**config.mk**
```make
export PLATFORM = sky130hd
export DESIGN_NAME = des_key_schedule
export DESIGN_NICKNAME = d
export VERILOG_FILES = /design/src/rtl/des_pkg.sv /design/src/rtl/des_pc2.sv /design/src/rtl/des_key_schedule.sv
export SDC_FILE = /design/constraint.sdc
export NUM_CORES = 1
export LEC_CHECK = 0
export ABC_AREA = 1
export CAP_MARGIN = 20
export CELL_PAD_IN_SITES_DETAIL_PLACEMENT = 2
export CELL_PAD_IN_SITES_GLOBAL_PLACEMENT = 2
export CORE_MARGIN = 2
export CORE_UTILIZATION = 28
export CTS_CLUSTER_DIAMETER = 60
export DETAILED_ROUTE_END_ITERATION = 16
export PLACE_DENSITY = 0.79
export SLEW_MARGIN = 10
export SYNTH_ARGS = -nofsm -noshare
export SYNTH_HDL_FRONTEND = slang
export SYNTH_SLANG_ARGS = --single-unit
```
**constraint.sdc**
```tcl
create_clock -name clk -period 2.77 [get_ports clk]
set_input_delay 0.554 -clock clk [delete_from_list [all_inputs] [get_ports clk]]
set_output_delay 0.554 -clock clk [all_outputs]
set_load 0.02 [all_outputs]
```
**src/rtl/des_pkg.sv**
```systemverilog
// Shared DES key-schedule constants: PC-1/PC-2 selection tables, per-round
// shift counts, schedule state encoding and the 28-bit half rotations.
package des_pkg;

    typedef enum logic {
        IDLE = 1'b0,
        RUN  = 1'b1
    } state_t;

    // Table entries are FIPS bit numbers (1-based, bit 1 = leftmost).
    localparam int PC1 [56] = '{
        57, 49, 41, 33, 25, 17,  9,
         1, 58, 50, 42, 34, 26, 18,
        10,  2, 59, 51, 43, 35, 27,
        19, 11,  3, 60, 52, 44, 36,
        63, 55, 47, 39, 31, 23, 15,
         7, 62, 54, 46, 38, 30, 22,
        14,  6, 61, 53, 45, 37, 29,
        21, 13,  5, 28, 20, 12,  4
    };

    localparam int PC2 [48] = '{
        14, 17, 11, 24,  1,  5,
         3, 28, 15,  6, 21, 10,
        23, 19, 12,  4, 26,  8,
        16,  7, 27, 20, 13,  2,
        41, 52, 31, 37, 47, 55,
        30, 40, 51, 45, 33, 48,
        44, 49, 39, 56, 34, 53,
        46, 42, 50, 36, 29, 32
    };

    localparam logic [1:0] SHIFT [1:16] = '{
        2'd1, 2'd1, 2'd2, 2'd2, 2'd2, 2'd2, 2'd2, 2'd2,
        2'd1, 2'd2, 2'd2, 2'd2, 2'd2, 2'd2, 2'd2, 2'd1
    };

    // Index 0 is the MSB, so a left shift moves bits toward FIPS bit 1.
    function automatic logic [0:27] rotl28(input logic [0:27] x, input logic [1:0] n);
        return (x << n) | (x >> (5'd28 - 5'(n)));
    endfunction

    function automatic logic [0:27] rotr28(input logic [0:27] x, input logic [1:0] n);
        return (x >> n) | (x << (5'd28 - 5'(n)));
    endfunction

endpackage

```
**src/rtl/des_pc2.sv**
```systemverilog
// PC-2 permuted choice: selects the 48 round-key bits from the 56-bit C||D.
module des_pc2
    import des_pkg::*;
(
    input  logic [0:55] i_cd,
    output logic [0:47] o_subkey
);

    for (genvar i = 0; i < 48; i++) begin : g_sel
        assign o_subkey[i] = i_cd[PC2[i] - 1];
    end

endmodule

```
**src/rtl/des_key_schedule.sv**
```systemverilog
// Iterative DES key schedule: loads one key through PC-1 and streams the
// sixteen PC-2 subkeys, forward for encryption or reversed for decryption.
module des_key_schedule
    import des_pkg::*;
(
    input  logic        clk,
    input  logic        rst_n,
    input  logic        key_valid,
    output logic        key_ready,
    input  logic [0:63] key,
    input  logic        decrypt,
    output logic        subkey_valid,
    input  logic        subkey_ready,
    output logic [0:47] subkey,
    output logic [3:0]  subkey_round
);

    state_t      r_state, w_state_nxt;
    logic [0:27] r_c, r_d, w_c_nxt, w_d_nxt;
    logic [3:0]  r_rnd, w_rnd_nxt;
    logic        r_dec, w_dec_nxt;
    logic [0:55] w_pc1;
    logic [4:0]  w_enc_idx, w_dec_idx;

    for (genvar i = 0; i < 56; i++) begin : g_pc1
        assign w_pc1[i] = key[PC1[i] - 1];
    end

    // Shift that takes the current output round to the next one in each direction.
    assign w_enc_idx = {1'b0, r_rnd} + 5'd2;
    assign w_dec_idx = 5'd16 - {1'b0, r_rnd};

    // NOTE: every next-state signal gets its hold value first, so no path through
    // the case statement can leave one unassigned and infer a latch.
    always_comb begin
        w_state_nxt = r_state;
        w_c_nxt     = r_c;
        w_d_nxt     = r_d;
        w_rnd_nxt   = r_rnd;
        w_dec_nxt   = r_dec;
        case (r_state)
            IDLE: begin
                if (key_valid) begin
                    w_state_nxt = RUN;
                    w_rnd_nxt   = 4'd0;
                    w_dec_nxt   = decrypt;
                    if (decrypt) begin
                        w_c_nxt = w_pc1[0:27];
                        w_d_nxt = w_pc1[28:55];
                    end else begin
                        w_c_nxt = rotl28(w_pc1[0:27], 2'd1);
                        w_d_nxt = rotl28(w_pc1[28:55], 2'd1);
                    end
                end
            end
            RUN: begin
                if (subkey_ready) begin
                    if (r_rnd == 4'd15) begin
                        w_state_nxt = IDLE;
                    end else begin
                        w_rnd_nxt = r_rnd + 4'd1;
                        if (r_dec) begin
                            w_c_nxt = rotr28(r_c, SHIFT[w_dec_idx]);
                            w_d_nxt = rotr28(r_d, SHIFT[w_dec_idx]);
                        end else begin
                            w_c_nxt = rotl28(r_c, SHIFT[w_enc_idx]);
                            w_d_nxt = rotl28(r_d, SHIFT[w_enc_idx]);
                        end
                    end
                end
            end
        endcase
    end

    // NOTE: non-blocking assignments so every register samples the pre-edge
    // values of the others, independent of statement order.
    always_ff @(posedge clk or negedge rst_n) begin
        if (!rst_n) begin
            r_state <= IDLE;
            r_c     <= '0;
            r_d     <= '0;
            r_rnd   <= '0;
            r_dec   <= 1'b0;
        end else begin
            r_state <= w_state_nxt;
            r_c     <= w_c_nxt;
            r_d     <= w_d_nxt;
            r_rnd   <= w_rnd_nxt;
            r_dec   <= w_dec_nxt;
        end
    end

    assign key_ready    = (r_state == IDLE);
    assign subkey_valid = (r_state == RUN);
    assign subkey_round = r_rnd;

    des_pc2 u_pc2 (
        .i_cd     ({r_c, r_d}),
        .o_subkey (subkey)
    );

endmodule

```
## After elaboration in Yosys (flattened, before gate mapping)

Memories as Yosys holds them, arrays and structs flattened.
Index checks and enable logic that the tools add are counted.

- Add/sub/neg operators: 5
- Order comparisons: 2
- Eq/ne operators: 4
- Shift operators: 8
- Mux-type cells: 24
- Bitwise gates (word level): 9
- Reduce and logical (&&, ||, !) cells: 2

Operators by type and width:

| operator | number |
|---|---|
| 28-bit two-way mux | 10 |
| 28-bit bitwise OR | 4 |
| 28-bit one-hot mux with 2 select lines | 2 |
| 28-bit by 1-bit bitwise OR with 28-bit output | 2 |
| 28-bit by 2-bit left shift with 28-bit output | 2 |
| 28-bit by 5-bit left shift with 28-bit output | 2 |
| 28-bit by 2-bit right shift with 28-bit output | 2 |
| 28-bit by 5-bit right shift with 28-bit output | 2 |
| 6-bit >= comparator (second input constant) | 2 |
| 4-bit two-way mux | 3 |
| 5-bit NOT with 6-bit output | 2 |
| 2-bit two-way mux | 4 |
| 4-bit one-hot mux with 2 select lines | 1 |
| 3-bit by 3-bit subtractor with 4-bit output (first input constant) | 2 |
| 2-bit inequality test (second input constant) | 3 |
| 4-bit by 2-bit adder with 5-bit output (second input constant) | 1 |
| 5-bit by 4-bit subtractor with 5-bit output (first input constant) | 1 |
| 4-bit by 1-bit adder with 4-bit output (second input constant) | 1 |
| 4-bit equality test (second input constant) | 1 |
| 1-bit two-way mux | 3 |
| 3-bit AND reduction | 1 |
| 1-bit one-hot mux with 2 select lines | 1 |
| 2-bit AND reduction | 1 |
| 1-bit NOT | 1 |

- Register bits after elaboration: 62
- Bits in read-only memories: 128
- Input bits: 69
- Output and inout bits: 54
- Word-level logic and storage cells: 61
- Memories: 2

Memory list:

| memory | words | width | read ports | clocked after Yosys merged registers in | wr ports | RTL line | RTL |
|---|---|---|---|---|---|---|---|
| (name not given) | 32 | 2 | 1 | 0 | 0 | des_key_schedule.sv:67 | `w_d_nxt = rotl28(r_d, SHIFT[w_enc_idx]);` |
| (name not given) | 32 | 2 | 1 | 0 | 0 | des_key_schedule.sv:64 | `w_d_nxt = rotr28(r_d, SHIFT[w_dec_idx]);` |

## Longest topological paths before layout

Gate-level depths: netlist of run 1.

- Depth in word-level cells: 12
- Gate-level depth with buffers: 17

## Cells and area by module

From an unflattened synthesis of run 1, not the netlist that was laid out.

- Cells, all modules: 972
- Area total of the unflattened synthesis: 6033.3 um^2

By module, submodules not included:

| module | times used | cells an instance | area each (um^2) | seq. area each (um^2) |
|---|---|---|---|---|
| des_key_schedule | 1 | 924 | 5672.9 | 1551.5 |
| des_pc2 | 1 | 48 | 360.3 | 0.0 |

## Worst setup path after synthesis of run 1

Ideal clock, no wire load.

- Path type: reg2reg
- From: reg r_rnd[1] (netlist: subkey_round[1])
- To: reg r_d[24] (netlist name)
- Arrival: 2537 ps
- Data required time: 2707 ps
- Path slack: 170 ps
- Stages on the path, launching flop included: 16
- Period minus slack after synthesis: 2600 ps
- Cell sequence: dfrtp_1 > inv_1 > ha_1 > nor2_1 > nand3_1 > nand3_4 > buf_6 > buf_2 > ha_1 > nor2_1 > inv_1 > o211ai_1 > o211ai_1 > nand3_1 > o21ai_1 > inv_1

- Cells in the longest elaborated chain, start to end: 12
- Elaborated cells on any way between the ends: 25
- Classes of those cells: add/sub: 4; eq/ne: 2; shift: 4; mux: 8; bitwise: 4; reduce/logical: 1; memory: 2

Ends and longest elaborated chain:

| element | RTL line | RTL |
|---|---|---|
| start, declared | des_key_schedule.sv:20 | `logic [3:0] r_rnd, w_rnd_nxt;` |
| start signal, assigned | des_key_schedule.sv:88 | `r_rnd <= w_rnd_nxt;` |
| 5-bit by 4-bit subtractor with 5-bit output or 4-bit by 2-bit adder with 5-bit output (tied branches) | des_key_schedule.sv:31, des_key_schedule.sv:30 |  |
| 5-bit NOT with 6-bit output (on tied branches) | des_key_schedule.sv:64, des_key_schedule.sv:67 |  |
| memory 32 x 2 bit (on tied branches) | n/a |  |
| 2-bit two-way mux (on tied branches) (2 in series) | des_key_schedule.sv:64, des_key_schedule.sv:67 |  |
| 3-bit by 3-bit subtractor with 4-bit output (on tied branches) | des_pkg.sv:44, des_pkg.sv:40 |  |
| 28-bit by 5-bit left shift with 28-bit output or 28-bit by 5-bit right shift with 28-bit output (tied branches) | des_pkg.sv:44, des_pkg.sv:40 |  |
| 28-bit bitwise OR (on tied branches) | des_pkg.sv:44, des_pkg.sv:40 |  |
| 28-bit two-way mux | des_key_schedule.sv:62 | `if (r_dec) begin` |
| 28-bit two-way mux | des_key_schedule.sv:58 | `if (r_rnd == 4'd15) begin` |
| 28-bit two-way mux | des_key_schedule.sv:57 | `if (subkey_ready) begin` |
| 28-bit one-hot mux with 2 select lines | des_key_schedule.sv:41 | `case (r_state)` |
| end signal, assigned | des_key_schedule.sv:87 | `r_d <= w_d_nxt;` |
| end, declared | des_key_schedule.sv:19 | `logic [0:27] r_c, r_d, w_c_nxt, w_d_nxt;` |

Several ways; a longest one is shown, not always the timed one. The select of a mux whose other input is x is not followed.
A chain may end at the register's enable or synchronous reset.

## Final worst setup path of run 1

- From: reg r_rnd[1] (netlist: subkey_round[1])
- To: reg r_d[26] (netlist name)

Same word-level chain as after synthesis.

==> results.txt, run 1 <==
Leading area contributor after synthesis - dfrtp_1
Achievable Freq - 0.391 GHz
Vias in the first global route - 7131
R2r setup slk - 210 ps
Clock Tree Root - clkbuf_16
Port buffer count - 114
WP data arrival - 2790 ps
Grt ovf - 0
Peak VDD IR - 0.797 mV
Fin cells - 1288
Gp weighted congestion - 0.830
Dpl hpwl - 17.1 mm
Status - finished clean
Drt pass-1 iters - 5
Slew @ Worst Pin - 590 ps
CTS Buffer Depth - 2
Setup Slack @ Placement - 109 ps
Initial antenna violation count - 0
WL/cell - 19.1 µm
Critical path class - flop to flop
Rel. slew slack - 60.6%
Distinct cells, synth - 26
Via density - 5.20
Die H - 150 µm
Setup violators final - 0
Die area - 22600 µm²
M1 WL - 11.7 mm
Hold Vio Cnt, Final - 0
Synth top area share - 25.9%
1st-iter DRT viols - 252
Final Cycle Share - 92.3%
Sw Ratio - 57.1%
Area added between synthesis and finish - 21.1%
Met2 Routed Length - 11.9 mm
Max-Cap Viols - 0
Syn Area/Cell - 6.17 µm²
Final slew viol count - 0
Crit path max-delay cell type - ha_2
Setup crit start kind - flop
Layout cells sized above 1 - 6.61%
TNS Setup - 0 ps
Top sig layer - met4
Sequential area share after synthesis - 25.9%
Critical Path RT - 3000 ps
HP Class - primary input to async pin
Synth top area cells - dfrtp_1 26%, nand2_1 9.6%, a21oi_1 8.8%
Critical Path Fanout Max - 6
Via Count - 6694
Pint - 0.00485 W
Final-stage net count - 1087
Yosys warns - 0
Top Ports - 123
Core Box Area - 21000 µm²
Final ANT Viol Nets - 0
Top Family by Delay on Critical Path - adder cells
Metal3 WL - 753 µm
Clock share of power - 9.4%
Logic gate share of total power - 72.4%
First-pass GRT wire length - 39.2 mm
#FFs+latches synth - 62
CP Cell Sequence - inv_1, ha_1, nor2_1, nand3_1, nand3_4, inv_2, ha_2, nor2_4, inv_1, o21ai_0, o21ai_0, nand2_1, a21oi_1, nor2_1
DRC Markers - 0
Unrepaired setup endpoints after global routing - no
Rows - 53
Reg clk slew, reported paths - 60 ps
TritonCTS clock tree - built
Power Density - 1560 nW/µm²
Leak - 3.40 nW
CP Capture Type - flop
H-tree levels - 3
Mapped cell area - 6000 µm²
Die extent in x - 150 µm
Syn nets - 1049
Sequential Power Share - 18.3%
Final WS setup - 212 ps
Cells after DPL - 1274
WP buf/inv - 3
Sw power - 0.00647 W
CP max stage delay - 420 ps
Clk Latency, worst-skew pair - 340 ps
WL final - 24.6 mm
CTS buffer count - 9
Post-Synthesis Cells - 972
Ant. Diodes - 0
GRT Util Overall - 22.2%
Clock skew - 8.67 ps
Tmin final - 2560 ps
Largest net degree at the start of global routing - 106
CTS Sinks - 62
Initial Util - 28.5%
layout make-up:
class	instances	area, µm²
Clock buffer	12	246
Clock inverter	2	10.0
Multi-Input combinational cell	662	3260
Sequential cell	62	1550
Timing Repair Buffer	136	1330
Tap cell	275	344
Fill cell	2604	13800
Inverter	139	522
timing repair:
item	4_1_cts	5_1_grt
buffers inserted	0	0
resized for setup	0	7
endpoints found under the setup margin	0	6
hold buffers	0	0
power groups by stage:
| stage | combinational [W] | clock (W) | sequential (W) |
|---|---|---|---|
| CTS | 0.00813 | 0.00107 | 0.00208 |
| detailed placement | 0.00806 | 0 | 0.00209 |
| finish | 0.00819 | 0.00106 | 0.00207 |
| floorplan | 0.00606 | 0 | 0.00182 |
| global route | 0.00919 | 0.00111 | 0.00215 |
| global placement | 0.00772 | 0 | 0.00209 |
Yosys cell counts, drive strengths merged:
master,count
a21boi,1
a21oi,106
a2bb2oi,1
a31oi,8
buf,85
clkbuf,24
dfrtp,62
ha,8
inv,139
nand2,155
nand3,51
nand4,15
nor2,126
o211ai,31
o21ai,159
or2,1
sequential cells by signal, indices dropped and copies added, names as in the netlist:
name,cells
r_dec,1
r_c,28
r_d,28
subkey_round,4
subkey_valid,1
metal layers:
layer / vias up / global-route usage, %
li1: 3206 / -
met1: 3352 / 29.7
met2: 118 / 38.6
met3: 18 / 2.06
met4: 0 / 5.05
met5: - / 0
per-stage QoR:
stage / power (W) / hold slack (ps) / utilization [%] / area [µm²]
after floorplan: 0.00788 / 258 / - / 6000
after global placement: 0.00981 / 496 / 33.3 / 7000
after detailed placement: 0.0101 / 503 / 33.3 / 7000
after CTS: 0.0113 / 253 / 34.5 / 7250
after global routing: 0.0125 / 279 / 34.6 / 7270
final: 0.0113 / 242 / 34.6 / 7270
kinds of logic (layout without fill, tap and decap cells):
| family | Yosys count | count (layout) | share of synthesized area [%] |
|---|---|---|---|
| compound gates | 306 | 306 | 28.1 |
| simple gates | 348 | 348 | 24.3 |
| buf+inv | 248 | 289 | 20.1 |
| fa+ha+maj | 8 | 8 | 1.67 |
| flops | 62 | 62 | 25.9 |
path summary, 6_finish.rpt:
check | start | depth (start not counted) | end
min reg2reg | r_dec$_DFFE_PN0P_ | 2 | r_dec$_DFFE_PN0P_
max reg2reg | subkey_round[1]$_DFFE_PN0P_ | 14 | r_d[26]$_DFFE_PN0P_
min in group clk | r_dec$_DFFE_PN0P_ | 2 | r_dec$_DFFE_PN0P_
max | subkey_round[1]$_DFFE_PN0P_ | 14 | r_d[26]$_DFFE_PN0P_
max in group asynchronous | rst_n | 2 | subkey_round[0]$_DFFE_PN0P_
min | rst_n | 2 | r_c[16]$_DFFE_PN0P_
worst reg2reg max path: cells and delay by family (launching register included):
family	cells	cell delay [ps]
adder cells (fa/ha/maj)	2	770
AND/OR/NAND/NOR	6	620
AO/OA/AOI/OAI	3	370
flip-flops	1	400
buffers and inverters	3	290
cells in the final DEF (no fill, tap or decap), drive strengths merged:
cell / n
nor2: 126
a2bb2oi: 1
clkinv: 2
nand2: 155
o211ai: 31
ha: 8
nand4: 15
buf: 24
a21oi: 106
clkdlybuf4s50: 112
a31oi: 8
dfrtp: 62
a21boi: 1
or2: 1
inv: 139
clkbuf: 12
o21ai: 159
nand3: 51
Power figures use the tool's default switching activity.
==> run 2: changes to the inputs <==
CORE_MARGIN = 5   (was 2)
==> run 2 against run 1 <==
  * Power increased by 1.9%
  * Clock-buffer cell count increased by 1
  * Sequential power about the same
  * Routed wire length increased by 2.2%
  * Cell area increased by 1.2%
  * Clock skew decreased by 2.6 ps
  * Die area increased by 8.1%
  * Fmax increased by 2.0%
  * Critical endpoint is now r_d[1]$_DFFE_PN0P_
==> results.txt, run 2 (same netlist as run 1, synthesis figures left out) <==
Peak VDD IR - 0.790 mV (was 0.797 mV)
Die area - 24500 µm² (was 22600 µm²)
Setup Slack @ Placement - 163 ps (was 109 ps)
Hold Vio Cnt, Final - 0 (unchanged)
DRC Markers - 0 (unchanged)
Port buffer count - 114 (unchanged)
Sw Ratio - 56.2% (was 57.1%)
Top Ports - 123 (unchanged)
Pint - 0.00506 W (was 0.00485 W)
Post-CTS Setup Inserts - 0 (unchanged)
Critical path class - flop to flop (unchanged)
Rows - 53 (unchanged)
Setup crit start kind - flop (unchanged)
Reg clk slew, reported paths - 60 ps (about the same)
Critical Path RT - 3040 ps (was 3000 ps)
CTS Sinks - 62 (unchanged)
Dpl cell area - 7030 µm² (was 7000 µm²)
Hold-fix buffers at CTS - 0 (unchanged)
Die H - 156 µm (was 150 µm)
Power Density - 1570 nW/µm² (was 1560 nW/µm²)
CP max stage delay - 430 ps (was 420 ps)
Fin area - 7350 µm² (was 7270 µm²)
Post-cts repair resize count - 0 (unchanged)
Final WS setup - 263 ps (was 212 ps)
Layout cells sized above 1 - 7.07% (was 6.61%)
Via density - 5.17 (was 5.20)
Clock Tree Root - clkbuf_16 (unchanged)
Fill cells - 2618 (was 2604)
Initial antenna violation count - 0 (unchanged)
Grt ovf - 0 (unchanged)
CP Capture Type - flop (unchanged)
Minimum hold slack - 193 ps (was 242 ps)
Final slew viol count - 0 (unchanged)
GRT Util Overall - 20.5% (was 22.2%)
Unrepaired setup endpoints after global routing - no (unchanged)
Core Box Area - 21100 µm² (was 21000 µm²)
CTS buffer count - 9 (unchanged)
Most common cell after layout, fill and taps aside - nand2_1 (unchanged)
Ant. Diodes - 0 (unchanged)
Logic gate share of total power - 70.9% (was 72.4%)
Vias in the first global route - 7293 (was 7131)
First-pass GRT wire length - 39.9 mm (was 39.2 mm)
WL final - 25.1 mm (was 24.6 mm)
Rel. slew slack - 54.3% (was 60.6%)
TritonCTS clock tree - built (unchanged)
Initial Util - 28.4% (was 28.5%)
Status - finished clean (unchanged)
Clock skew - 6.06 ps (was 8.67 ps)
Leak - 3.44 nW (was 3.40 nW)
Max-Cap Viols - 0 (unchanged)
Slew @ Worst Pin - 685 ps (was 590 ps)
HP Class - primary input to async pin (unchanged)
Final ANT Viol Nets - 0 (unchanged)
Largest net degree at the start of global routing - 75 (was 106)
Drt pass-1 iters - 4 (was 5)
Total Power - 0.0115 W (was 0.0113 W)
CP Cell Sequence - inv_2, ha_1, inv_1, nand2_1, nand2_2, nand2_1, nor2_1, nor2_4, ha_1, nor2_1, inv_1, o21ai_0, nand2_1, nand2_1, nand2_1, a21oi_1 (was inv_1, ha_1, nor2_1, nand3_1, nand3_4, inv_2, ha_2, nor2_4, inv_1, o21ai_0, o21ai_0, nand2_1, a21oi_1, nor2_1)
Via Count - 6696 (was 6694)
WP data arrival - 2780 ps (was 2790 ps)
Achievable Freq - 0.399 GHz (was 0.391 GHz)
Tmin final - 2510 ps (was 2560 ps)
Top Family by Delay on Critical Path - simple AND/OR/NAND/NOR gates (was adder cells)
Clock share of power - 11.1% (was 9.4%)
Sw power - 0.00648 W (was 0.00647 W)
Setup violators final - 0 (unchanged)
Dpl hpwl - 17.8 mm (was 17.1 mm)
Final-stage net count - 1091 (was 1087)
Area added between synthesis and finish - 22.6% (was 21.1%)
Sequential Power Share - 18.0% (was 18.3%)
CTS Buffer Depth - 2 (unchanged)
Most frequent cells in the layout - 153 x nand2_1, 130 x inv_1, 123 x nor2_1 (was 153 x nand2_1, 131 x inv_1, 123 x nor2_1)
Gp weighted congestion - 0.853 (was 0.830)
TNS Setup - 0 ps (unchanged)
WP buf/inv - 3 (unchanged)
Critical Path Fanout Max - 5 (was 6)
Most frequent cell on the critical path - nand2_1
WL/cell - 19.4 µm (was 19.1 µm)
Clk Latency, worst-skew pair - 340 ps (about the same)
1st-iter DRT viols - 253 (was 252)
Crit path max-delay cell type - dfrtp_1 (was ha_2)
Die extent in x - 156 µm (was 150 µm)
H-tree levels - 3 (unchanged)
Final Cycle Share - 90.5% (was 92.3%)
-- run 2: changes by cell type in the layout (fill, tap and decap cells not counted), sizes merged --
cell	before	now
buf	24	28
bufinv	0	2
clkbuf	12	13
clkinv	2	0
clkinvlp	0	1
-- run 2: final timing paths --
path / slack [ps] / cells after the start / start / endpoint
hold reg to reg: 550 / 2 / r_dec$_DFFE_PN0P_ / r_dec$_DFFE_PN0P_
setup reg to reg: 260 / 16 / subkey_round[1]$_DFFE_PN0P_ / r_d[1]$_DFFE_PN0P_
setup / recovery: 260 / 16 / subkey_round[1]$_DFFE_PN0P_ / r_d[1]$_DFFE_PN0P_
max in group asynchronous: 1910 / 2 / rst_n / r_d[25]$_DFFE_PN0P_
min in group clk: 550 / 2 / r_dec$_DFFE_PN0P_ / r_dec$_DFFE_PN0P_
hold / removal: 190 / 1 / rst_n / subkey_round[1]$_DFFE_PN0P_
-- run 2: worst register-to-register path: cells and delay by family, from the launching register on --
family,cells,cell delay [ps]
compound gates,2,260
fa+ha+maj,2,540
buf+inv,3,240
flops,1,430
simple gates,9,970
-- run 2: area by class of cell --
cell class | instances | area [µm²] | area share (%)
tap | 275 | 344 | 4.68
inverter | 139 | 522 | 7.09
clock inverter | 3 | 67.6 | 0.919
sequential | 62 | 1550 | 21.1
clock buffer | 13 | 250 | 3.40
multi-input combinational | 662 | 3250 | 44.2
timing repair buffer | 140 | 1360 | 18.5
-- run 2: power groups by stage --
stage	combinational (W)	clock, W	sequential, W
global route	0.00912	0.00136	0.00217
finish	0.00818	0.00128	0.00208
global placement	0.00779	0	0.00208
detailed placement	0.00807	0	0.00208
floorplan	0.00606	0	0.00182
CTS	0.00820	0.00131	0.00208
-- run 2: layer usage --
layer / part of all wire (%) / track usage [%] / vias to the layer above
met2: 50 / 35.9 / 111
li1: - / - / 3216
met4: 1.5 / 5.50 / 0
met1: 45 / 26.9 / 3350
met3: 3.1 / 2.32 / 19
met5: 0 / 0 / -
-- run 2: through the flow --
| step | utilization (%) | std cells |
|---|---|---|
| 2_1_floorplan | - | 972 |
| 3_3_place_gp | 33.3 | 1278 |
| 3_5_place_dp | 33.3 | 1278 |
| 4_1_cts | 34.8 | 1294 |
| 5_1_grt | 34.9 | 1294 |
| 6_report | 34.9 | 1294 |
==> run 3: changes to the inputs <==
GPL_ROUTABILITY_DRIVEN = 0   (was unset)
clock period = 2.6 ns   (was 2.77 ns; I/O delays follow)
==> run 3 against run 2 <==
  * Critical path depth shrank 2
  * Via count increased by 0.42%
  * Sequential share of layout area shrank 0.051 points
  * Non-clock buffer count is 3 higher
  * Hold slack worse by 38 ps
  * Global-route usage about the same
  * Largest power group unchanged
  * Highest routed layer unchanged
==> results.txt, run 3 (same netlist as run 1, synthesis figures left out) <==
Ant. Diodes - 0 (unchanged)
Peak VDD IR - 0.676 mV (was 0.790 mV)
HP Class - primary input to async pin (unchanged)
Dpl cell area - 7080 µm² (was 7030 µm²)
Final-stage net count - 1094 (was 1091)
DRC Markers - 0 (unchanged)
Drt pass-1 iters - 6 (was 4)
Max-Cap Viols - 0 (unchanged)
Area added between synthesis and finish - 23.0% (was 22.6%)
Rel. slew slack - 58.9% (was 54.3%)
TritonCTS clock tree - built (unchanged)
Fin area - 7380 µm² (was 7350 µm²)
Die area - 24500 µm² (unchanged)
Status - finished clean (unchanged)
Critical Path RT - 2860 ps (was 3040 ps)
Clock Tree Root - clkbuf_16 (unchanged)
Leak - 3.45 nW (was 3.44 nW)
GRT Util Overall - 20.5% (about the same)
Layout cells sized above 1 - 7.65% (was 7.07%)
Grt ovf - 0 (unchanged)
Met2 GRT Util - 35.6% (was 35.9%)
Initial Util - 28.4% (unchanged)
CTS Sinks - 62 (unchanged)
Fill cells - 2581 (was 2618)
Slew @ Worst Pin - 616 ps (was 685 ps)
Largest net degree at the start of global routing - 66 (was 75)
Unrepaired setup endpoints after global routing - yes (was no)
Core Box Area - 21100 µm² (unchanged)
Die extent in x - 156 µm (unchanged)
Met1 usage - 27.0% (was 26.9%)
CP Capture Type - flop (unchanged)
Total Power - 0.0123 W (was 0.0115 W)
CTS Buffer Depth - 2 (unchanged)
Initial antenna violation count - 0 (unchanged)
Via density - 5.19 (was 5.17)
Via Count - 6724 (was 6696)
Achievable Freq - 0.413 GHz (was 0.399 GHz)
Dpl hpwl - 18.2 mm (was 17.8 mm)
WL final - 25.1 mm (about the same)
Power Density - 1670 nW/µm² (was 1570 nW/µm²)
WL/cell - 19.4 µm (about the same)
Vias in the first global route - 7264 (was 7293)
Critical Path Fanout Max - 5 (unchanged)
Clock skew - 4.93 ps (was 6.06 ps)
Final Cycle Share - 93.2% (was 90.5%)
Rows - 53 (unchanged)
Final core occ - 35.0% (was 34.9%)
First-pass GRT wire length - 40.1 mm (was 39.9 mm)
Setup violators final - 0 (unchanged)
Most common cell after layout, fill and taps aside - nand2_1 (unchanged)
Final slew viol count - 0 (unchanged)
Die H - 156 µm (unchanged)
Post-CTS Setup Inserts - 0 (unchanged)
Hold-fix buffers at CTS - 0 (unchanged)
1st-iter DRT viols - 226 (was 253)
Top Ports - 123 (unchanged)
H-tree levels - 3 (unchanged)
Reg clk slew, reported paths - 60 ps (about the same)
Clk Latency, worst-skew pair - 340 ps (about the same)
Top Usage Layer GRT - met2 (unchanged)
Critical path class - flop to flop (unchanged)
Port buffer count - 114 (unchanged)
Tmin final - 2420 ps (was 2510 ps)
Final ANT Viol Nets - 0 (unchanged)
Most frequent cells in the layout - 153 x nand2_1, 131 x inv_1, 121 x nor2_1 (was 153 x nand2_1, 130 x inv_1, 123 x nor2_1)
M3 GR Usage - 2.90% (was 2.32%)
Hold Vio Cnt, Final - 0 (unchanged)
Setup crit start kind - flop (unchanged)
WP data arrival - 2680 ps (was 2780 ps)
CTS buffer count - 9 (unchanged)
[run 3: layout make-up]
type	instances	area, µm²	share of cell area, %
timing repair buffer	143	1410	19.1
sequential	62	1550	21.1
multi-input combinational	662	3270	44.3
tap	275	344	4.66
clock inverter	1	5.00	0.0678
inverter	139	522	7.07
clock buffer	13	270	3.66
[run 3: metal layers]
layer  part of all wire (%)  vias to the layer above
met2                     49                      118
met5                      0                        -
met4                    1.4                        0
met3                    3.7                       24
met1                     45                     3366
li1                       -                     3216
[run 3: worst paths after layout]
path                       cells after the start  slack, ps                   startpoint                           to
max                                           14        180  subkey_round[1]$_DFFE_PN0P_           r_c[3]$_DFFE_PN0P_
min                                            1        160                        rst_n  subkey_round[3]$_DFFE_PN0P_
max reg2reg                                   14        180  subkey_round[1]$_DFFE_PN0P_           r_c[3]$_DFFE_PN0P_
min reg2reg                                    2        530            r_dec$_DFFE_PN0P_            r_dec$_DFFE_PN0P_
max in group asynchronous                      2       1780                        rst_n  subkey_round[1]$_DFFE_PN0P_
min in group clk                               2        530            r_dec$_DFFE_PN0P_            r_dec$_DFFE_PN0P_
[run 3: what timing repair did]
action                                  4_1_cts  5_1_grt
gates resized for setup                       1        8
endpoints found under the setup margin        1       11
pin swaps                                     0        1
[run 3: power breakdown]
part	switching, W	internal (W)	total [W]
Combinational	0.00570	0.00319	0.00890
Clock	0.000481	0.000713	0.00119
Sequential	0.000738	0.00147	0.00221
Total	0.00692	0.00538	0.0123
[run 3: critical path, cell delays in order, from the launching register on]
cell     delay, ps
dfrtp_2        430
inv_1          120
ha_1           180
nand2_1         50
nand2_1         90
nand2_2         90
nand3_4        100
nand2_1         90
nor2_4         170
ha_4           240
nor2_2         110
inv_1          100
o21ai_1        180
o21ai_0        150
a31oi_1        210
[run 3: metrics by stage]
step	worst slack (ps)	hold slack, ps	std cells	setup TNS, ps
after floorplan	0.119	224	972	0
after global placement	228	500	1281	0
after detailed placement	24.6	510	1281	0
after CTS	53.8	163	1295	0
after global routing	-69.7	189	1295	-69.7
final	176	155	1295	0
